## config.mk

```make
export PLATFORM = sky130hd
export DESIGN_NAME = mem_load_align
export DESIGN_NICKNAME = d
export VERILOG_FILES = /design/src/rtl/mem_pkg.sv /design/src/rtl/mem_load_align.sv
export SDC_FILE = /design/constraint.sdc
export NUM_CORES = 1
export LEC_CHECK = 0
export BUFFER_PORTS_ARGS = -buffer_cell sky130_fd_sc_hd__buf_4
export CAP_MARGIN = 15
export CORE_AREA = 10 10 50 52
export DETAILED_ROUTE_END_ITERATION = 7
export DIE_AREA = 0 0 60 62
export MAX_ROUTING_LAYER = met4
export PLACE_DENSITY = 0.95
export RECOVER_POWER = 50
export SLEW_MARGIN = 20
export SYNTH_ARGS = -nofsm -noshare
export SYNTH_HDL_FRONTEND = slang
export SYNTH_SLANG_ARGS = --single-unit
```

## constraint.sdc

```tcl
create_clock -name vclk -period 2.7
set_input_delay 0 -clock vclk [all_inputs]
set_output_delay 0 -clock vclk [all_outputs]
set_load 0.05 [all_outputs]
```

## src/rtl/mem_pkg.sv

```systemverilog
// Shared encodings and helpers for the MEM-stage data-memory access controller
// and the load alignment unit.
package mem_pkg;

  typedef enum logic [1:0] {
    MR_NONE = 2'b00,
    MR_LW   = 2'b01,
    MR_LB   = 2'b10,
    MR_LBU  = 2'b11
  } mem_read_e;

  typedef enum logic [1:0] {
    MW_NONE = 2'b00,
    MW_SW   = 2'b01,
    MW_SB   = 2'b10,
    MW_SH   = 2'b11
  } mem_wr_e;

  typedef enum logic [1:0] {
    ST_IDLE = 2'b00,
    ST_REQ  = 2'b01,
    ST_DONE = 2'b10
  } state_e;

  // A write takes priority when both controls are (illegally) set.
  function automatic logic op_aligned(mem_wr_e wr, mem_read_e rd, logic [1:0] lo);
    logic ok;
    ok = 1'b1;
    if (wr != MW_NONE) begin
      if (wr == MW_SW) ok = (lo == 2'b00);
      else if (wr == MW_SH) ok = ~lo[0];
    end else if (rd == MR_LW) begin
      ok = (lo == 2'b00);
    end
    return ok;
  endfunction

  function automatic logic [3:0] access_be(logic isWrite, mem_wr_e wr, mem_read_e rd,
                                           logic [1:0] lo);
    logic [3:0] be;
    be = 4'b0001 << lo;
    if (isWrite) begin
      if (wr == MW_SW) be = 4'b1111;
      else if (wr == MW_SH) be = lo[1] ? 4'b1100 : 4'b0011;
    end else if (rd == MR_LW) begin
      be = 4'b1111;
    end
    return be;
  endfunction

  function automatic logic [31:0] store_data(mem_wr_e wr, logic [31:0] d);
    logic [31:0] w;
    case (wr)
      MW_SB:   w = {4{d[7:0]}};
      MW_SH:   w = {2{d[15:0]}};
      default: w = d;
    endcase
    return w;
  endfunction

endpackage

```

## src/rtl/mem_load_align.sv

```systemverilog
// Combinational byte select and sign/zero extension of returned load data;
// also used by the MEM/WB forwarding path.
module mem_load_align
  import mem_pkg::*;
(
  input  logic [31:0] rdata_i,
  input  logic [1:0]  addr_i,
  input  mem_read_e   rd_type_i,
  output logic [31:0] data_o
);

  logic [7:0] byteSel;

  always_comb begin
    byteSel = rdata_i[{addr_i, 3'b000} +: 8];
    case (rd_type_i)
      MR_LW:   data_o = rdata_i;
      MR_LB:   data_o = {{24{byteSel[7]}}, byteSel};
      MR_LBU:  data_o = {24'h000000, byteSel};
      default: data_o = 32'h0000_0000;
    endcase
  end

endmodule

```

---- After elaboration in Yosys (flattened, before gate mapping) ----
Index checks and enable logic that the tools add are counted.
storage, ports and cells
  flip-flop bits (word level) ............. 0
  bits in latches ......................... 0
  memory bits (writable) .................. 0
  memory bits (read-only) ................. 0
  output and inout port bits .............. 32
  logic and storage cells ................. 5
  memories ................................ 0
operators by class
  add/sub/neg operators ................... 0
  $mul .................................... 0
  divide/modulo/power cells ............... 0
  magnitude comparators ................... 0
  equal/unequal tests ..................... 3
  shifts and indexed selects .............. 1
  mux-type cells .......................... 1
  bitwise gates (word level) .............. 0
  reductions and logical operators ........ 0
operators by type and width
  operator            number
  $pmux 32 s3         1
  $shiftx 32x6->8     1
  $eq 2x2->1 const B  2
  $eq 2x1->1 const B  1

---- Depth between registers and ports, before layout ----
Gate-level depths: netlist of run 1.
  word-level depth ........................ 2
  depth in mapped cells ................... 6

---- Worst setup path before layout of run 1 ----
No wires, ideal clock.
  path type ............................... input port to output port
  from .................................... in addr_i[0]
  to ...................................... out data_o[10]
  data arrival time ....................... 1328 ps
  setup slack ............................. 1372 ps
  stages on the path ...................... 6
  cell sequence ........................... buf_6 -> mux4_2 -> and3b_1 -> buf_6 -> buf_8 -> a21o_1
on the way
  longest elaborated chain between the ends .. 2
ends and longest elaborated chain
  item             RTL line              RTL
  from (decl)      mem_load_align.sv:7   input logic [1:0] addr_i,
  $shiftx 32x6->8  mem_load_align.sv:15  byteSel = rdata_i[{addr_i, 3'b000} +: 8];
  $pmux 32 s3      mem_load_align.sv:16  case (rd_type_i)
  to (decl)        mem_load_align.sv:9   output logic [31:0] data_o
No other way between the ends.

---- Worst setup path after layout of run 1 ----
  from .................................... in addr_i[0]
  to ...................................... out data_o[25]
Same word-level chain as after synthesis.

==> results of run 1 <==
==> how the worst max path moves through the flow <==
stage,cells after the start,slack [ns],endpoint,from
after detailed placement,5,1.08,data_o[25],addr_i[0]
after global routing,5,0.54,data_o[21],addr_i[0]
after floorplan,6,1.37,data_o[10],addr_i[0]
after CTS,5,1.08,data_o[25],addr_i[0]
after global placement,5,1.12,data_o[10],addr_i[0]
final,5,0.67,data_o[25],addr_i[0]
==> layer usage <==
layer,vias to the layer above,track usage (%)
met1,378,12.71
met2,35,25.00
met5,-,-
met4,0,0
met3,0,3.252
li1,393,-
==> through the flow <==
stage | hold WS, ns | util [%] | setup slack [ns] | std cells
6_report | 0.3630 | 61.01 | 0.6715 | 147
5_1_grt | 0.3780 | 61.01 | 0.5365 | 147
4_1_cts | 0.3660 | 63.10 | 1.085 | 147
3_5_place_dp | 0.3621 | 63.10 | 1.077 | 147
3_3_place_gp | 0.3637 | 63.10 | 1.117 | 147
2_1_floorplan | 0.2994 | - | 1.372 | 72
==> cells in the final DEF (no fill, tap or decap) <==
master	netlist	layout
nand2_1	7	7
a32o_1	7	7
mux2i_1	8	8
a22o_1	1	1
a21o_1	32	32
buf_4	0	60
clkbuf_1	4	9
mux4_2	1	1
a21oi_1	2	2
nor2_1	1	1
and3b_1	1	1
nor2b_2	0	1
==> worst max-delay path, delay by kind of cell <==
kind                   cells  cell delay, ns
buffers and inverters      2            0.73
muxes                      1            0.58
and+or+nand+nor            1            0.45
AOI/OAI and AO/OA          1            0.27
==> cell families after synthesis <==
logic type             after synthesis
AOI/OAI and AO/OA                   42
buffers and inverters               11
and+or+nand+nor                     10
muxes                                9
==> power by group through the flow <==
stage | registers, mW | clock network [mW] | logic (mW)
2_1_floorplan | 0 | 0 | 0.233
3_3_place_gp | 0 | 0 | 0.342
3_5_place_dp | 0 | 0 | 0.346
4_1_cts | 0 | 0 | 0.347
5_1_grt | 0 | 0 | 0.352
6_report | 0 | 0 | 0.333
==> layout make-up <==
| cell class | instances | area share [%] |
|---|---|---|
| multi-input cells | 61 | 48.67 |
| well taps | 17 | 2.160 |
| repair buffers | 69 | 49.17 |
==> metrics.csv, run 1 <==
metric;value;unit
register share of total power;0;%
element type at the critical path start;primary input;
Die X;60;um
CP Class;primary input to output pin;
crit path capture type;output pin;
top cells by area, synth;a21o_1, mux2i_1, a32o_1;
# hold bufs at CTS;0;
crit-path cells;clkbuf_1 > mux4_2 > and3b_1 > a21o_1 > buf_4;
synth unique cells;15;
Final nets;168;
seq_cells;0;
largest family of logic cells by synthesized area;compound AO/OA/AOI/OAI gates;
WP data required;2.70;ns
# clk buffers;0;
initial DRC count;9;
Finished Cell Area;984.7;um^2
max_cap viols;0;
initial antenna violation count;0;
Core ar.;1614;um^2
Hold Crit Endpoint;data_o[8];
register area;0;um^2
Leak;0.6819;nW
unrepaired setup endpoints after global routing;no;
routed length on met1;971;um
row cnt;15;
Hold Path Class;primary input to output pin;
hold_sp;rdata_i[8];
pwr/cell area;338.2;nW/um^2
Logic pwr share;100.0;%
ANT nets after route;0;
synth cell count leaders;a21o_1, mux2i_1, a32o_1, nand2_1, clkbuf_1;
Routed WL;2516;um
top-count cell post-synth;a21o_1;
vias in the first global route;812;
I/O Pins;68;
drt first pass iters;2;
Post-Synthesis Net Count;108;
Synth top area share;43.05;%
Die Area;3720;um^2
crit path max-delay cell type;mux4_2;
clock network fraction of total power;0;%
Detailed Place HPWL;2074;um
internal power;0.1162;mW
peak supply drop;159.0;uV
final setup fails;0;
fin. max-slew vios;0;
synthesized area;558.0;um^2
DR vias;806;
placed instance area;1018;um^2
Synth Instances;72;
wire length on met2;1343;um
Final TNS setup;0;ns
Worst-Margin Slew;1.008;ns
Fmax;493.0;MHz
top routing layer in use;met3;
Total Routing Usage GR;12.60;%
compound-gate portion of the synthesized area;58.97;%
Synth Area in Adders;0;%
Min Clock Period, post-route;2.029;ns
Psw;0.2168;mW
Worst EP arrival;2.03;ns
Port Buffers;68;
simple-gate portion of the synthesized area;8.072;%
delay of the slowest critical-path stage;0.58;ns
Ys Warns;0;
Slew HR;32.83;%
post-CTS sizing;0;
Yosys top cell by area;a21o_1;
metal3 WL;200;um
mux contribution to synthesized area;18.39;%
layout cell share with drive strength beyond 1;47.69;%
ant diodes;0;
final worst path period share;75.13;%
Final GP Congestion;0.6999;
Seq/Total Area, Yosys;0;%
Fin. Hold Viols;0;
Layout area overhead;76.46;%
switching share of power;65.10;%
drt via density;5.483;
WHS Path Cells;3;
Post-CTS Setup Inserts;0;
Layout fillers;152;
GRT Residual Overflow;0;
Initial Util;34.57;%
Pwr Total;0.3330;mW
die height;62;um
DR WL/cell;17.12;um
first-pass GRT wire length;3795;um
Synth Area in XOR/XNOR;0;%
drt drc;0;
status;completed;
mean post-synth cell area;7.750;um^2
largest fanout on the critical path;24;
largest net degree at the start of global routing;26;
area of the multi-input gates;479.2;um^2
No activity file was read; power rests on OpenSTA's default activity.
==> inputs of run 2 (changes only) <==
Settings changed: CORE_AREA 10 10 50 52 to 10 10 54 56, DIE_AREA 0 0 60 62 to 0 0 64 66, PLACE_DENSITY 0.95 to 0.87.
Clock period 2.7 ns to 1.6 ns, I/O delays scaled along.
==> run 2 against run 1 <==
Against the previous run: largest power group unchanged; clock-buffer cell count stayed put; critical path depth did not move; setup slack got worse by 0.46 ns; first-iteration DRC count grew to 3.3 times the previous value; die area is 14% higher.
==> metrics.csv, run 2 (synthesized netlist as in run 1, its figures left out) <==
metric;value;unit;change
CP Class;primary input to output pin;;
initial DRC count;30;;+21
Initial Util;29.34;%;-5.2 points
Hold Path Class;primary input to output pin;;
largest net degree at the start of global routing;25;;-3.8%
first-pass GRT wire length;4202;um;+11%
drt first pass iters;2;;unchanged
largest fanout on the critical path;24;;unchanged
Final Util;52.96;%;-8.0 points
crit-path cells;buf_4 > mux4_2 > and3b_2 > a21o_1 > clkbuf_2;;
status;completed;;
peak supply drop;293.7;uV;+85%
crit path capture type;output pin;;
# hold bufs at CTS;0;;unchanged
Pwr Total;0.5651;mW;+70%
final setup fails;0;;unchanged
drt drc;0;;unchanged
Levels on crit path;5;;unchanged
Finished Cell Area;1007;um^2;+2.3%
crit path max-delay cell type;mux4_2;;
Core ar.;1902;um^2;+18%
initial antenna violation count;0;;unchanged
Worst EP arrival;1.39;ns;-0.64 ns
Fmax;718.0;MHz;
Layout fillers;194;;+28%
seq_cells;0;;unchanged
CP Capture Point;data_o[20];;
Die X;64;um;+6.7%
pwr/cell area;561.1;nW/um^2;+66%
Port Buffers;68;;unchanged
unrepaired setup endpoints after global routing;no;;
layout cell share with drive strength beyond 1;56.06;%;+8.4 points
I/O Pins;68;;unchanged
delay of the slowest critical-path stage;0.44;ns;-0.14 ns
Slew HR;70.10;%;+37 points
Routed WL;2696;um;+7.2%
# clk buffers;0;;unchanged
register area;0;um^2;unchanged
cell class contributing the biggest share of worst-path delay;multiplexers;;
element type at the critical path start;primary input;;
Fin Hold WS;0.3633;ns;+0.0003450 ns
vias in the first global route;858;;+5.7%
WP data required;1.60;ns;-1.10 ns
Fin. Hold Viols;0;;unchanged
fin. max-slew vios;0;;unchanged
Min Clock Period, post-route;1.393;ns;
row cnt;16;;+1
die height;66;um;+6.5%
placed instance area;1046;um^2;+2.7%
buffers and inverters on the worst path;2;;unchanged
Final nets;170;;+1.2%
min setup slack post-route;0.2073;ns;-0.4642 ns
Total Routing Usage GR;11.80;%;-0.80 points
DR vias;817;;+1.4%
Layout area overhead;80.49;%;
most frequent cells in the layout;buf_4, a21o_1, clkbuf_2, mux2i_1;;
most common cell after layout, fill and taps aside;buf_4;;
GRT Residual Overflow;0;;unchanged
Leak;0.7138;nW;+4.7%
Final TNS setup;0;ns;unchanged
ANT nets after route;0;;unchanged
CP startpoint;rdata_i[31];;
post-placement setup slack;0.09069;ns;-0.9867 ns
DR WL/cell;16.96;um;-0.93%
Post-Layout Cell Count;159;;+8.2%
final worst path period share;87.04;%;
drt via density;5.138;;-6.3%
Final GP Congestion;0.7732;;+10%
ant diodes;0;;unchanged
max_cap viols;0;;unchanged
Inst Count DP;159;;+8.2%
Worst-Margin Slew;0.4486;ns;-0.5590 ns
Post-CTS Setup Inserts;0;;unchanged
Die Area;4224;um^2;+14%
==> run 2: cell count changes in the layout (fill, tap and decap cells not counted), sizes merged <==
cell,previous run,this run
buf,60,55
clkbuf,9,16
==> run 2: cell type report <==
class | count | area, um^2 | area share (%)
well taps | 27 | 33.78 | 3.354
multi-input cells | 61 | 480.5 | 47.70
repair buffers | 71 | 493.0 | 48.94
==> run 2: where the power goes <==
part	switching [mW]	leakage (nW)	internal, mW
logic	0.370	0.714	0.195
clock network	0	0	0
registers	0	0	0
total	0.370	0.714	0.195
==> run 2: timing repair <==
action	4_1_cts	5_1_grt
endpoints found under the hold margin	0	0
resized for setup	0	1
endpoints found under the setup margin	0	1
==> run 2: worst min-delay path: stages <==
cell and delay, ns:
buf_4 0.08, a21o_1 0.09, buf_4 0.18
==> run 2: how the worst min path moves through the flow <==
stage	from	to	cells past startpoint
after floorplan	rdata_i[10]	data_o[10]	1
after global placement	rdata_i[10]	data_o[10]	3
after detailed placement	rdata_i[14]	data_o[14]	3
after CTS	rdata_i[14]	data_o[14]	3
after global routing	rdata_i[3]	data_o[3]	3
final	rdata_i[14]	data_o[14]	3
==> run 2: layer usage <==
metal | up-vias | wire length (um) | GRT usage [%]
li1 | 401 | - | -
met1 | 382 | 1060 | 12.25
met2 | 34 | 1430 | 23.13
met3 | 0 | 204 | 2.881
met4 | 0 | 0 | 0
met5 | - | 0 | -
==> inputs of run 3 (changes only) <==
Settings changed: CORE_AREA 10 10 54 56 to 2 2 46 48, DIE_AREA 0 0 64 66 to 0 0 48 50.
==> run 3 against run 2 <==
Against the previous run: clock-buffer cell count is the same; power is 0.81% lower; via count is 0.86% lower; sequential share of layout area is the same; utilization is the same; setup slack improved by 0.0034 ns; non-clock buffer count stayed put; die area down 43%; combinational power down 0.7%; first-iteration DRC count shrank 63%; largest cell class unchanged; highest routed layer is now met4.
==> metrics.csv, run 3 (synthesized netlist as in run 1, its figures left out) <==
metric;value;unit;change
most common cell after layout, fill and taps aside;buf_4;;
GRT Residual Overflow;0;;unchanged
Finished Cell Area;1007;um^2;unchanged
peak supply drop;240.1;uV;-18%
CP Class;primary input to output pin;;
initial DRC count;11;;-63%
most frequent cells in the layout;buf_4, a21o_1, clkbuf_2, mux2i_1;;
Hold Path Class;primary input to output pin;;
ant diodes;0;;unchanged
Total Routing Usage GR;17.75;%;+5.9 points
crit path capture type;output pin;;
Final Util;52.96;%;unchanged
die height;50;um;-24%
row cnt;16;;unchanged
pwr/cell area;556.5;nW/um^2;-0.81%
drt via density;5.094;;-0.86%
Routed WL;2196;um;-19%
Core ar.;1902;um^2;unchanged
Initial Util;29.34;%;unchanged
I/O Pins;68;;unchanged
Leak;0.7138;nW;unchanged
drt first pass iters;4;;+2
Worst EP arrival;1.39;ns;about the same
drt drc;0;;unchanged
register area;0;um^2;unchanged
ANT nets after route;0;;unchanged
largest net degree at the start of global routing;25;;unchanged
Die X;48;um;-25%
seq_cells;0;;unchanged
status;completed;;
Slew HR;70.94;%;+0.85 points
DR vias;810;;-0.86%
post-placement setup slack;0.08599;ns;-0.004693 ns
max_cap viols;0;;unchanged
# clk buffers;0;;unchanged
Min Clock Period, post-route;1.389;ns;-0.003365 ns
unrepaired setup endpoints after global routing;no;;
Port Buffers;68;;unchanged
Pwr Total;0.5605;mW;-0.81%
Layout area overhead;80.49;%;unchanged
# hold bufs at CTS;0;;unchanged
Die Area;2400;um^2;-43%
fin. max-slew vios;0;;unchanged
vias in the first global route;772;;-10%
final setup fails;0;;unchanged
min setup slack post-route;0.2107;ns;+0.003365 ns
Fmax;719.8;MHz;+0.24%
Final TNS setup;0;ns;unchanged
Final nets;170;;unchanged
final worst path period share;86.83;%;-0.21 points
Detailed Place HPWL;1714;um;
first-pass GRT wire length;3194;um;-24%
Worst-Margin Slew;0.4359;ns;-0.01268 ns
placed instance area;1046;um^2;unchanged
largest fanout on the critical path;24;;unchanged
DR WL/cell;13.81;um;-19%
layout cell share with drive strength beyond 1;56.06;%;unchanged
Final GP Congestion;0.6964;;-9.9%
Fin. Hold Viols;0;;unchanged
element type at the critical path start;primary input;;
initial antenna violation count;0;;unchanged
WP data required;1.60;ns;about the same
Layout fillers;200;;+3.1%
Post-CTS Setup Inserts;0;;unchanged
==> run 3: cell counts in the layout (fill, tap and decap cells not counted) <==
No cell type changed its count.
==> run 3: metal layers <==
layer | share of wire (%) | wire [um] | global-route usage (%) | vias up
met2 | 53 | 1161 | 34.44 | 39
met5 | 0 | 0 | - | -
li1 | - | - | - | 395
met3 | 6.9 | 151 | 0.3663 | 4
met1 | 38 | 845 | 19.43 | 372
met4 | 1.7 | 37 | 1.802 | 0
==> run 3: worst max-delay path, stage by stage <==
cell and delay (ns):
buf_4 0.09, mux4_2 0.47, and3b_2 0.38, a21o_1 0.21
clkbuf_2 0.23
==> run 3: power by group <==
| part | internal, mW | switching, mW |
|---|---|---|
| logic | 0.195 | 0.366 |
| clock network | 0 | 0 |
| registers | 0 | 0 |
==> run 3: final cells by class <==
cell class | instances | area (um^2) | area share (%)
well taps | 27 | 33.78 | 3.354
repair buffers | 71 | 493.0 | 48.94
multi-input cells | 61 | 480.5 | 47.70
==> run 3: final timing paths <==
kind	startpoint	end	slack [ns]	cells past startpoint
worst max-delay path	addr_i[0]	data_o[21]	0.21	5
worst min-delay path	rdata_i[10]	data_o[10]	0.36	3
==> run 3: metrics by stage <==
step / hold slack (ns) / std cells
detailed placement: 0.3601 / 159
CTS: 0.3639 / 159
global placement: 0.3609 / 159
global route: 0.3825 / 159
floorplan: 0.2994 / 72
finish: 0.3624 / 159
==> run 3: timing repair <==
item,CTS,global route
endpoints found under the hold margin,0,0
resized for setup,0,1
endpoints found under the setup margin,0,2
